`src/rtl/priority_arb_pkg.sv`:
```
// Shared types and constants for the priority grant arbiter.
package priority_arb_pkg;

    typedef enum logic {
        IDLE  = 1'b0,
        GRANT = 1'b1
    } state_e;

    localparam int unsigned MAX_ID_W = 4;
    localparam int unsigned HOLD_W   = 8;

endpackage

```
`src/rtl/priority_grant_arbiter_if.sv`:
```
// Request/grant bundle between the requesters and the arbiter.
interface priority_grant_arbiter_if #(
    parameter int unsigned N_REQ = 16,
    parameter int unsigned ID_W  = $clog2(N_REQ)
);
    import priority_arb_pkg::*;

    logic [N_REQ-1:0] req;
    logic             release_i;
    logic [N_REQ-1:0] gnt;
    logic             gnt_valid;
    logic [ID_W-1:0]  gnt_id;
    logic             timeout;
    logic             busy;

    modport master (
        output req, release_i,
        input  gnt, gnt_valid, gnt_id, timeout, busy
    );

    modport slave (
        input  req, release_i,
        output gnt, gnt_valid, gnt_id, timeout, busy
    );

endinterface

```
`src/rtl/prio_find_high.sv`:
```
// Combinational highest-set-bit finder: found flag plus binary index.
module prio_find_high #(
    parameter int unsigned N  = 16,
    parameter int unsigned IW = $clog2(N)
) (
    input  logic [N-1:0]  vec,
    output logic          found,
    output logic [IW-1:0] idx
);

    // Ascending scan: the last set bit seen is the highest and wins.
    always_comb begin
        found = 1'b0;
        idx   = '0;
        for (int unsigned i = 0; i < N; i++) begin
            if (vec[i]) begin
                found = 1'b1;
                idx   = IW'(i);
            end
        end
    end

endmodule

```
`src/rtl/priority_grant_arbiter.sv`:
```
// Registered descending-priority arbiter with hold timeout.
// Optional rotating priority when PRIORITY_ARB_ROUND_ROBIN_EN is defined.
module priority_grant_arbiter
    import priority_arb_pkg::*;
#(
    parameter int unsigned N_REQ    = 16,
    parameter int unsigned ID_W     = $clog2(N_REQ),
    parameter int unsigned MAX_HOLD = 255
) (
    input  logic                     clk,
    input  logic                     rst_n,
    priority_grant_arbiter_if.slave  bus
);

    localparam logic [HOLD_W-1:0] HOLD_LAST =
        (MAX_HOLD == 0) ? '0 : HOLD_W'(MAX_HOLD - 1);

    state_e             state_q, state_d;
    logic [N_REQ-1:0]   gnt_q, gnt_d;
    logic               gnt_valid_q, gnt_valid_d;
    logic [ID_W-1:0]    gnt_id_q, gnt_id_d;
    logic               timeout_q, timeout_d;
    logic [HOLD_W-1:0]  hold_q, hold_d;

    logic [N_REQ-1:0]   req_ord;
    logic               find_ok;
    logic [ID_W-1:0]    find_idx;
    logic [ID_W-1:0]    win_id;
    logic               owner_req;
    logic               hold_done;

`ifdef PRIORITY_ARB_ROUND_ROBIN_EN
    logic [ID_W-1:0]    ptr_q, ptr_d;
    logic [ID_W:0]      id_sum;

    // Rotate so bit (ptr-1) lands on the top position, then undo the rotation.
    always_comb begin
        req_ord = N_REQ'({bus.req, bus.req} >> ptr_q);
        id_sum  = {1'b0, find_idx} + {1'b0, ptr_q};
        if (id_sum >= (ID_W + 1)'(N_REQ)) begin
            id_sum = id_sum - (ID_W + 1)'(N_REQ);
        end
        win_id  = id_sum[ID_W-1:0];
    end
`else
    always_comb begin
        req_ord = bus.req;
        win_id  = find_idx;
    end
`endif

    prio_find_high #(
        .N  (N_REQ),
        .IW (ID_W)
    ) u_find (
        .vec   (req_ord),
        .found (find_ok),
        .idx   (find_idx)
    );

    assign owner_req = |(bus.req & gnt_q);
    assign hold_done = (MAX_HOLD != 0) && (hold_q == HOLD_LAST);

    always_comb begin
        state_d     = state_q;
        gnt_d       = gnt_q;
        gnt_valid_d = gnt_valid_q;
        gnt_id_d    = gnt_id_q;
        timeout_d   = 1'b0;
        hold_d      = hold_q;
`ifdef PRIORITY_ARB_ROUND_ROBIN_EN
        ptr_d       = ptr_q;
`endif
        case (state_q)
            IDLE: begin
                if (find_ok) begin
                    state_d     = GRANT;
                    gnt_d       = N_REQ'(1) << win_id;
                    gnt_valid_d = 1'b1;
                    gnt_id_d    = win_id;
                    hold_d      = '0;
`ifdef PRIORITY_ARB_ROUND_ROBIN_EN
                    ptr_d       = win_id;
`endif
                end
            end
            GRANT: begin
                // A normal release or request drop suppresses the timeout pulse.
                if (bus.release_i || !owner_req || hold_done) begin
                    state_d     = IDLE;
                    gnt_d       = '0;
                    gnt_valid_d = 1'b0;
                    gnt_id_d    = '0;
                    timeout_d   = !bus.release_i && owner_req;
                end else if (hold_q != '1) begin
                    hold_d = hold_q + HOLD_W'(1);
                end
            end
            default: begin
                state_d = IDLE;
            end
        endcase
    end

    always_ff @(posedge clk or negedge rst_n) begin
        if (!rst_n) begin
            state_q     <= IDLE;
            gnt_q       <= '0;
            gnt_valid_q <= 1'b0;
            gnt_id_q    <= '0;
            timeout_q   <= 1'b0;
            hold_q      <= '0;
`ifdef PRIORITY_ARB_ROUND_ROBIN_EN
            ptr_q       <= '0;
`endif
        end else begin
            state_q     <= state_d;
            gnt_q       <= gnt_d;
            gnt_valid_q <= gnt_valid_d;
            gnt_id_q    <= gnt_id_d;
            timeout_q   <= timeout_d;
            hold_q      <= hold_d;
`ifdef PRIORITY_ARB_ROUND_ROBIN_EN
            ptr_q       <= ptr_d;
`endif
        end
    end

    assign bus.gnt       = gnt_q;
    assign bus.gnt_valid = gnt_valid_q;
    assign bus.gnt_id    = gnt_id_q;
    assign bus.timeout   = timeout_q;
    assign bus.busy      = (state_q == GRANT);

endmodule

```
`src/flat_wrapper.sv`:
```
// flat-port wrapper written by rule: the top's interface ports become plain ports
module priority_grant_arbiter_flat import priority_arb_pkg::*;
#(
    parameter int unsigned N_REQ    = 16,
    parameter int unsigned ID_W     = $clog2(N_REQ),
    parameter int unsigned MAX_HOLD = 255
)
  (clk, rst_n, bus_req, bus_release_i, bus_gnt, bus_gnt_valid, bus_gnt_id, bus_timeout, bus_busy);
  priority_grant_arbiter_if #(.N_REQ(N_REQ), .ID_W(ID_W)) bus_i ();
  input  logic clk;
  input  logic rst_n;
  input wire logic [$bits(bus_i.req)-1:0] bus_req;
  input wire logic [$bits(bus_i.release_i)-1:0] bus_release_i;
  output wire logic [$bits(bus_i.gnt)-1:0] bus_gnt;
  output wire logic [$bits(bus_i.gnt_valid)-1:0] bus_gnt_valid;
  output wire logic [$bits(bus_i.gnt_id)-1:0] bus_gnt_id;
  output wire logic [$bits(bus_i.timeout)-1:0] bus_timeout;
  output wire logic [$bits(bus_i.busy)-1:0] bus_busy;
  assign bus_i.req = bus_req;
  assign bus_i.release_i = bus_release_i;
  assign bus_gnt = bus_i.gnt;
  assign bus_gnt_valid = bus_i.gnt_valid;
  assign bus_gnt_id = bus_i.gnt_id;
  assign bus_timeout = bus_i.timeout;
  assign bus_busy = bus_i.busy;
  priority_grant_arbiter #(.N_REQ(N_REQ), .ID_W(ID_W), .MAX_HOLD(MAX_HOLD)) u_core (.clk(clk), .rst_n(rst_n), .bus(bus_i));
endmodule
```
`config.mk`:
```
export PLATFORM = sky130hd
export DESIGN_NAME = priority_grant_arbiter_flat
export DESIGN_NICKNAME = d
export VERILOG_FILES = /design/src/rtl/priority_arb_pkg.sv /design/src/rtl/priority_grant_arbiter_if.sv /design/src/rtl/prio_find_high.sv /design/src/rtl/priority_grant_arbiter.sv /design/src/flat_wrapper.sv
export SDC_FILE = /design/constraint.sdc
export NUM_CORES = 1
export LEC_CHECK = 0
export ABC_AREA = 1
export CORE_MARGIN = 3
export CORE_UTILIZATION = 46
export CTS_BUF_LIST = sky130_fd_sc_hd__clkbuf_4
export DETAILED_ROUTE_END_ITERATION = 8
export GPL_ROUTABILITY_DRIVEN = 1
export PLACE_DENSITY = 0.76
export SETUP_SLACK_MARGIN = 0.05
export SLEW_MARGIN = 20
export SYNTH_ARGS = -nofsm -noshare
export SYNTH_HDL_FRONTEND = slang
export SYNTH_SLANG_ARGS = --single-unit
export TNS_END_PERCENT = 10
```
`constraint.sdc`:
```
create_clock -name clk -period 1.4 [get_ports clk]
set_input_delay 0.28 -clock clk [delete_from_list [all_inputs] [get_ports clk]]
set_output_delay 0.28 -clock clk [all_outputs]
set_load 0.05 [all_outputs]
```
**Word level (Yosys, flattened, before mapping)**

Index checks and enable logic that the tools add are counted.

- Register bits after elaboration: 31
- Input bits: 19
- Output and inout bits: 23
- Word-level logic and storage cells: 73

- $add $sub $neg: 1
- Equal/unequal tests: 6
- Shift-type cells: 1
- Mux-type cells: 49
- Bitwise logic cells: 2
- Reductions and logical operators: 8

Operators by type and width:

| kind | number |
|---|---|
| $mux W4 | 16 |
| $mux W16 | 2 |
| $pmux W16 S2 | 1 |
| $mux W8 | 3 |
| $mux W1 | 23 |
| $and A16 B16 Y16 | 1 |
| $pmux W8 S2 | 1 |
| $reduce_or A16 Y1 | 1 |
| $shl A1 B4 Y16 const A | 1 |
| $add A8 B1 Y8 const B | 1 |
| $eq A8 B8 Y1 const B | 1 |
| $ne A8 B8 Y1 const B | 1 |
| $pmux W4 S2 | 1 |
| $ne A2 B2 Y1 const B | 3 |
| $pmux W1 S2 | 2 |
| $reduce_and A3 Y1 | 1 |
| $logic_not A1 Y1 | 2 |
| $logic_or A1 B1 Y1 | 2 |
| $ne A2 B1 Y1 const B | 1 |
| $reduce_and A2 Y1 | 1 |
| $logic_and A1 B1 Y1 | 1 |
| $not A1 Y1 | 1 |

**Longest topological paths before layout**

- Word-level depth: 18
- Depth in mapped cells: 17
- Depth with buffers taken out: 17

**Cells and area by module**

A second synthesis with hierarchy kept.

- Cells, all modules: 267
- Area, all modules: 1,950.6 um2

By module, submodules not included:

| module | times used | cells an instance | area an instance (um2) | seq. area each (um2) |
|---|---|---|---|---|
| priority_grant_arbiter | 1 | 219 | 1,745.4 | 775.7 |
| prio_find_high | 1 | 48 | 205.2 | 0.0 |

**Worst setup path before layout**

OpenSTA, ideal clock, no wires.

- Path kind: reg2reg
- Start point: register u_core.gnt_q[5] (netlist: u_core.bus.gnt[5])
- End point: register u_core.gnt_id_q[1] (netlist: u_core.bus.gnt_id[1])
- Library setup time: 0.131 ns
- Arrival: 1.661 ns
- Data required time: 1.269 ns
- Setup slack: -0.392 ns
- Cell stages (with the launch flop): 12
- Buffers on the path: 1
- Period minus slack after synthesis: 1.792 ns
- Path through: dfrtp_1 > nand2_1 > nand2_1 > a221oi_1 > nand2_1 > o21bai_2 > nand2_1 > nand3_4 > inv_4 > buf_8 > nand2_2 > o21ai_2

- Cells in the longest elaborated chain, start to end: 7

RTL lines:

| item | RTL line | RTL |
|---|---|---|
| from (decl) | priority_grant_arbiter.sv:19 | `logic [N_REQ-1:0] gnt_q, gnt_d;` |
| from (signal assigned) | priority_grant_arbiter.sv:118 | `gnt_q <= gnt_d;` |
| $and A16 B16 Y16 | priority_grant_arbiter.sv:61 | `assign owner_req = \|(bus.req & gnt_q);` |
| $reduce_or A16 Y1 | priority_grant_arbiter.sv:61 |  |
| $logic_not A1 Y1 | priority_grant_arbiter.sv:89 | `if (bus.release_i \|\| !owner_req \|\| hold_done) begin` |
| $logic_or A1 B1 Y1 (2 in series) | priority_grant_arbiter.sv:89 |  |
| $ne A2 B2 Y1 (no line) | -- |  |
| $reduce_and A2 Y1 (no line) | -- |  |
| to (signal assigned) | priority_grant_arbiter.sv:120 | `gnt_id_q <= gnt_id_d;` |
| to (decl) | priority_grant_arbiter.sv:21 | `logic [ID_W-1:0] gnt_id_q, gnt_id_d;` |

Every way passes these cells.
A chain may end at the register's enable or synchronous reset.

**Final worst setup path**

- Start point: input port bus_req[3]
- End point: register u_core.gnt_q[10] (netlist: u_core.bus.gnt[10])

- Cells in the longest elaborated chain, start to end: 16
- Elaborated cells on any way between the ends: 37
- Those cells by class: eq/ne: 2; shift: 1; mux: 28; bitwise: 1; reduce/logical: 5

RTL lines:

| item | RTL line | RTL |
|---|---|---|
| from (decl) | flat_wrapper.sv:12 | `input wire logic [$bits(bus_i.req)-1:0] bus_req;` |
| $mux W4 (13 in series) | prio_find_high.sv:16 | `if (vec[i]) begin` |
| $shl A1 B4 Y16 | priority_grant_arbiter.sv:78 | `gnt_d = N_REQ'(1) << win_id;` |
| $mux W16 | priority_grant_arbiter.sv:76 | `if (find_ok) begin` |
| $pmux W16 S2 | priority_grant_arbiter.sv:74 | `case (state_q)` |

Several ways; a longest one is shown, not always the timed one. The select of a mux whose other input is x is not followed.

==> run_results.csv <==
group,metric,value,unit
run_status,status,"finished with violations",
run_status,failed_checks,"negative setup slack",
drt,dr_total_vias,2236,
cells_and_area,final_cell_count_no_fill,391,
place,io_buffers,41,
synthesis,synthesis.nets,247,
worst_setup_path,reg2reg_depth,11,
clock_tree,cts_hold_buf,0,
worst_setup_path,regToRegEndpoint,"u_core.bus.gnt[3]",
power,power_per_cell_area,1400,mW/mm2
clock_tree,clock_latency,0.33,ns
drt,drt.antenna.violating_nets,0,
global_route,first_pass_grt_wire_length,9670,um
floorplanning,floorplan.die.height,68.0,um
drt,wl,7280,um
floorplanning,initial_core_util,50.3,%
place,globalplace.congestion,0.862,
cells_and_area,layout.area.seq,795,um2
worst_setup_path,worst-r2r-setup-slack,-0.39,ns
power,irDropWorstVdd,1.69,mV
synthesis,number_of_storage_elements_in_the_synthesis_netlist,31,
timing,worst_hold_margin,0.303,ns
drt,routedWlPerCell,18.6,um
timing,portion_of_the_clock_cycle_consumed_by_the_worst_path_in_the_final_layout,134,%
floorplanning,core.rowCount,21,
synthesis,ys_types,34,
synthesis,ys.warnings.count,0,
timing,setup-tns-final,-11.57,ns
global_route,gr-usage-all-layers,28.8,%
global_route,pin_count_of_the_biggest_net_entering_global_routing,32,
worst_setup_path,worstSetupPathType,"input port to flip-flop",
global_route,antenna_found_initial,0,
cells_and_area,multi_input_area,925,um2
timing,max_clock_freq,0.532,GHz
timing,slew-limit-headroom,74.5,%
cells_and_area,fraction_of_layout_cells_with_a_size_suffix_above_1,46.4,%
cells_and_area,flow.area_growth_from_synthesis,81.4,%
cells_and_area,stdcell_area,0.00321,mm2
timing,min_period,1.88,ns
cells_and_area,postLayoutCoreUtil,91.2,%
timing,grt_setup_unrepaired,"yes",
worst_setup_path,start_kind,"input port",
drt,drt_first_pass_iters,5,
timing,worst_pin_slew,0.382,ns
floorplanning,die_width,68.0,um
cells_and_area,layout.nets,365,
timing,final_setup_violation_count,35,
worst_setup_path,worstSetupEndpointType,"flip-flop",
synthesis,synth.yosys.seq_area_share,43.8,%
floorplanning,ioPinCount,42,
clock_tree,clk_pin_slew_worst_paths,0.09,ns
worst_setup_path,cp.required,1.65,ns
synthesis,synth.avg_cell_area,7.83,um2
worst_setup_path,cp_max_fo,6,
cells_and_area,antenna_cells,0,
drt,route.detailed.vias_per_inst,5.72,
global_route,grt_pass1_vias,2003,
timing,finalWorstSetupSlack,-0.479,ns
synthesis,synth.cell_area,0.00177,mm2
drt,drt_first_iter_violations,225,
run,maximum_capacitance_violations,0,
worst_setup_path,regToRegStartpoint,"u_core.bus.gnt[8]",
place,place.detailed.instances,370,
floorplanning,core,0.00352,mm2
clock_tree,ctsRootBufferMaster,"sky130_fd_sc_hd__clkbuf_4",
timing,hold_viol,0,
clock_tree,cts_num_sinks,31,
timing,worst_clock_skew,0.00843,ns
min_path,hold_path_class,"input port to asynchronous set/reset pin",
place,hpwl,4360,um
global_route,grt.overflow.total,0,
place,dpl_cell_area,0.00292,mm2
floorplanning,fp.dieArea,0.00463,mm2
clock_tree,number_of_buffers_inserted_during_clock_tree_synthesis,5,
power,power.leakage,1.62,nW
clock_tree,clock_tree.buffer_depth,2,
clock_tree,htree_depth,2,
clock_tree,cts_tree,"yes",
synthesis,synthesis.instances,226,
worst_setup_path,cp_data_arrival_time,2.13,ns
drt,drc,0,
cells_and_area,fill_cells,146,
timing,timing_max_transition_violations_final,0,
layer usage:
metal  vias up  wire (um)  part of all wire, %  global-route usage [%]
met1      1072       2760                   38                    38.0
met2       156       3540                   49                    47.4
met4         0        381                  5.2                    11.2
met5         -          0                    0                       0
li1        963          -                    -                       -
met3        45        608                  8.3                    4.60
cell usage in the layout, fill, tap and decap left out, drive strengths merged:
cell           synthesis  layout
nor2                  21      21
nand3                 19      19
o21bai                 5       5
dlymetal6s2s           0       5
xor2                   3       3
clkinv                 2       4
o211a                  1       1
o22ai                  3       3
xnor2                  3       3
buf                    2      95
dfrtp                 31      31
nand2                 74      74
nor4                   1       1
clkdlybuf4s50          0      11
a21oi                  1       1
nor3                   4       4
nand4                  8       8
a221oi                 1       1
clkbuf                 1       6
a22o                   1       1
inv                   29      30
dlygate4sd2            0       2
ha                     2       2
o21ai                 13      13
a31oi                  1       1
per-stage QoR:
stage | total power [W] | setup slack [ns]
floorplan | 0.00243 | -0.215
global placement | 0.00352 | -0.604
detailed placement | 0.00357 | -0.675
CTS | 0.00429 | -0.265
global route | 0.00469 | -0.487
finish | 0.00451 | -0.479
critical path, cell delays in order:
cell	delay (ns)
sky130_fd_sc_hd__clkdlybuf4s50_1	0.50
sky130_fd_sc_hd__inv_1	0.07
sky130_fd_sc_hd__nand2_1	0.11
sky130_fd_sc_hd__nand2_1	0.08
sky130_fd_sc_hd__nand3_1	0.10
sky130_fd_sc_hd__nand2_1	0.07
sky130_fd_sc_hd__nand2_1	0.06
sky130_fd_sc_hd__a31oi_1	0.06
sky130_fd_sc_hd__buf_4	0.16
sky130_fd_sc_hd__inv_1	0.12
sky130_fd_sc_hd__nand4_1	0.26
sky130_fd_sc_hd__o21bai_4	0.24
area by class of cell:
| type | count | share of cell area, % |
|---|---|---|
| repair inverters | 1 | 0.273 |
| inverters | 31 | 3.90 |
| multi-input cells | 161 | 28.8 |
| flip-flops and latches | 31 | 24.7 |
| clock inverters | 2 | 0.234 |
| repair buffers | 113 | 38.9 |
| clock buffers | 6 | 1.40 |
| well taps | 46 | 1.79 |
synthesized netlist by cell type:
master	n	area, um2
sky130_fd_sc_hd__nand3_4	1	17.5
sky130_fd_sc_hd__o21ai_2	2	17.5
sky130_fd_sc_hd__nand4_1	8	50.1
sky130_fd_sc_hd__o21ai_0	9	45.0
sky130_fd_sc_hd__a21oi_1	1	5.00
sky130_fd_sc_hd__nor2_2	1	6.26
sky130_fd_sc_hd__dfrtp_1	31	776
sky130_fd_sc_hd__inv_2	1	3.75
sky130_fd_sc_hd__o22ai_1	3	18.8
sky130_fd_sc_hd__nor3_1	4	20.0
sky130_fd_sc_hd__clkinv_2	1	5.00
sky130_fd_sc_hd__inv_1	27	101
sky130_fd_sc_hd__o21ai_1	2	10.0
sky130_fd_sc_hd__nand3_2	1	10.0
sky130_fd_sc_hd__clkinv_1	1	3.75
sky130_fd_sc_hd__nor4_4	1	21.3
sky130_fd_sc_hd__o211a_1	1	10.0
sky130_fd_sc_hd__o21bai_2	1	11.3
sky130_fd_sc_hd__ha_1	2	25.0
sky130_fd_sc_hd__o21bai_1	4	30.0
sky130_fd_sc_hd__clkbuf_8	1	13.8
sky130_fd_sc_hd__a221oi_1	1	8.76
sky130_fd_sc_hd__a31oi_1	1	6.26
sky130_fd_sc_hd__nor2_1	20	75.1
sky130_fd_sc_hd__buf_8	1	15.0
sky130_fd_sc_hd__nand2_2	6	37.5
sky130_fd_sc_hd__nand2_1	67	251
sky130_fd_sc_hd__xor2_1	3	26.3
sky130_fd_sc_hd__inv_4	1	6.26
sky130_fd_sc_hd__nand2_4	1	11.3
sky130_fd_sc_hd__a22o_1	1	8.76
sky130_fd_sc_hd__xnor2_1	3	26.3
sky130_fd_sc_hd__buf_6	1	11.3
sky130_fd_sc_hd__nand3_1	17	85.1
timing repair:
action	4_1_cts	5_1_grt
setup buffers	6	6
pin swaps	9	16
gates cloned	1	0
endpoints found under the setup margin	31	36
gates resized for setup	25	28
endpoints found under the hold margin	0	0
sequential cells by signal, summed over array words and instances, names as in the netlist:
name                  flops
u_core.bus.gnt_valid      1
u_core.bus.busy           1
u_core.bus.gnt_id         4
u_core.bus.timeout        1
u_core.bus.gnt           16
u_core.hold_q             8
where the power goes:
part	total [W]	switching, W	internal [W]
sequential	0.00122	0.000157	0.00106
combinational	0.00278	0.00153	0.00125
clock	0.000512	0.000307	0.000205
total	0.00451	0.00199	0.00252
logic make-up (layout without fill, tap and decap cells):
| family | after synthesis | in the layout | share of synthesized area (%) |
|---|---|---|---|
| adders and majority gates | 2 | 2 | 1.41 |
| buffers and inverters | 34 | 153 | 9.05 |
| xor gates and xnor gates | 6 | 6 | 2.97 |
| DFF | 31 | 31 | 43.8 |
| AOI/OAI and AO/OA | 26 | 26 | 9.68 |
| and+or+nand+nor | 127 | 127 | 33.1 |
worst max path at each step:
stage	startpoint	to	slack (ns)	cells after the start
2_1_floorplan	u_core.bus.gnt[5]	u_core.bus.gnt_id[1]	-0.22	11
6_report	bus_req[3]	u_core.bus.gnt[10]	-0.48	12
4_1_cts	u_core.bus.gnt[15]	u_core.bus.gnt[2]	-0.27	10
3_3_place_gp	bus_req[8]	u_core.hold_q[3]	-0.60	11
5_1_grt	bus_req[3]	u_core.bus.gnt[2]	-0.49	12
3_5_place_dp	bus_req[14]	u_core.bus.gnt[9]	-0.67	12
Note: power is estimated with default switching activity, not from simulation.
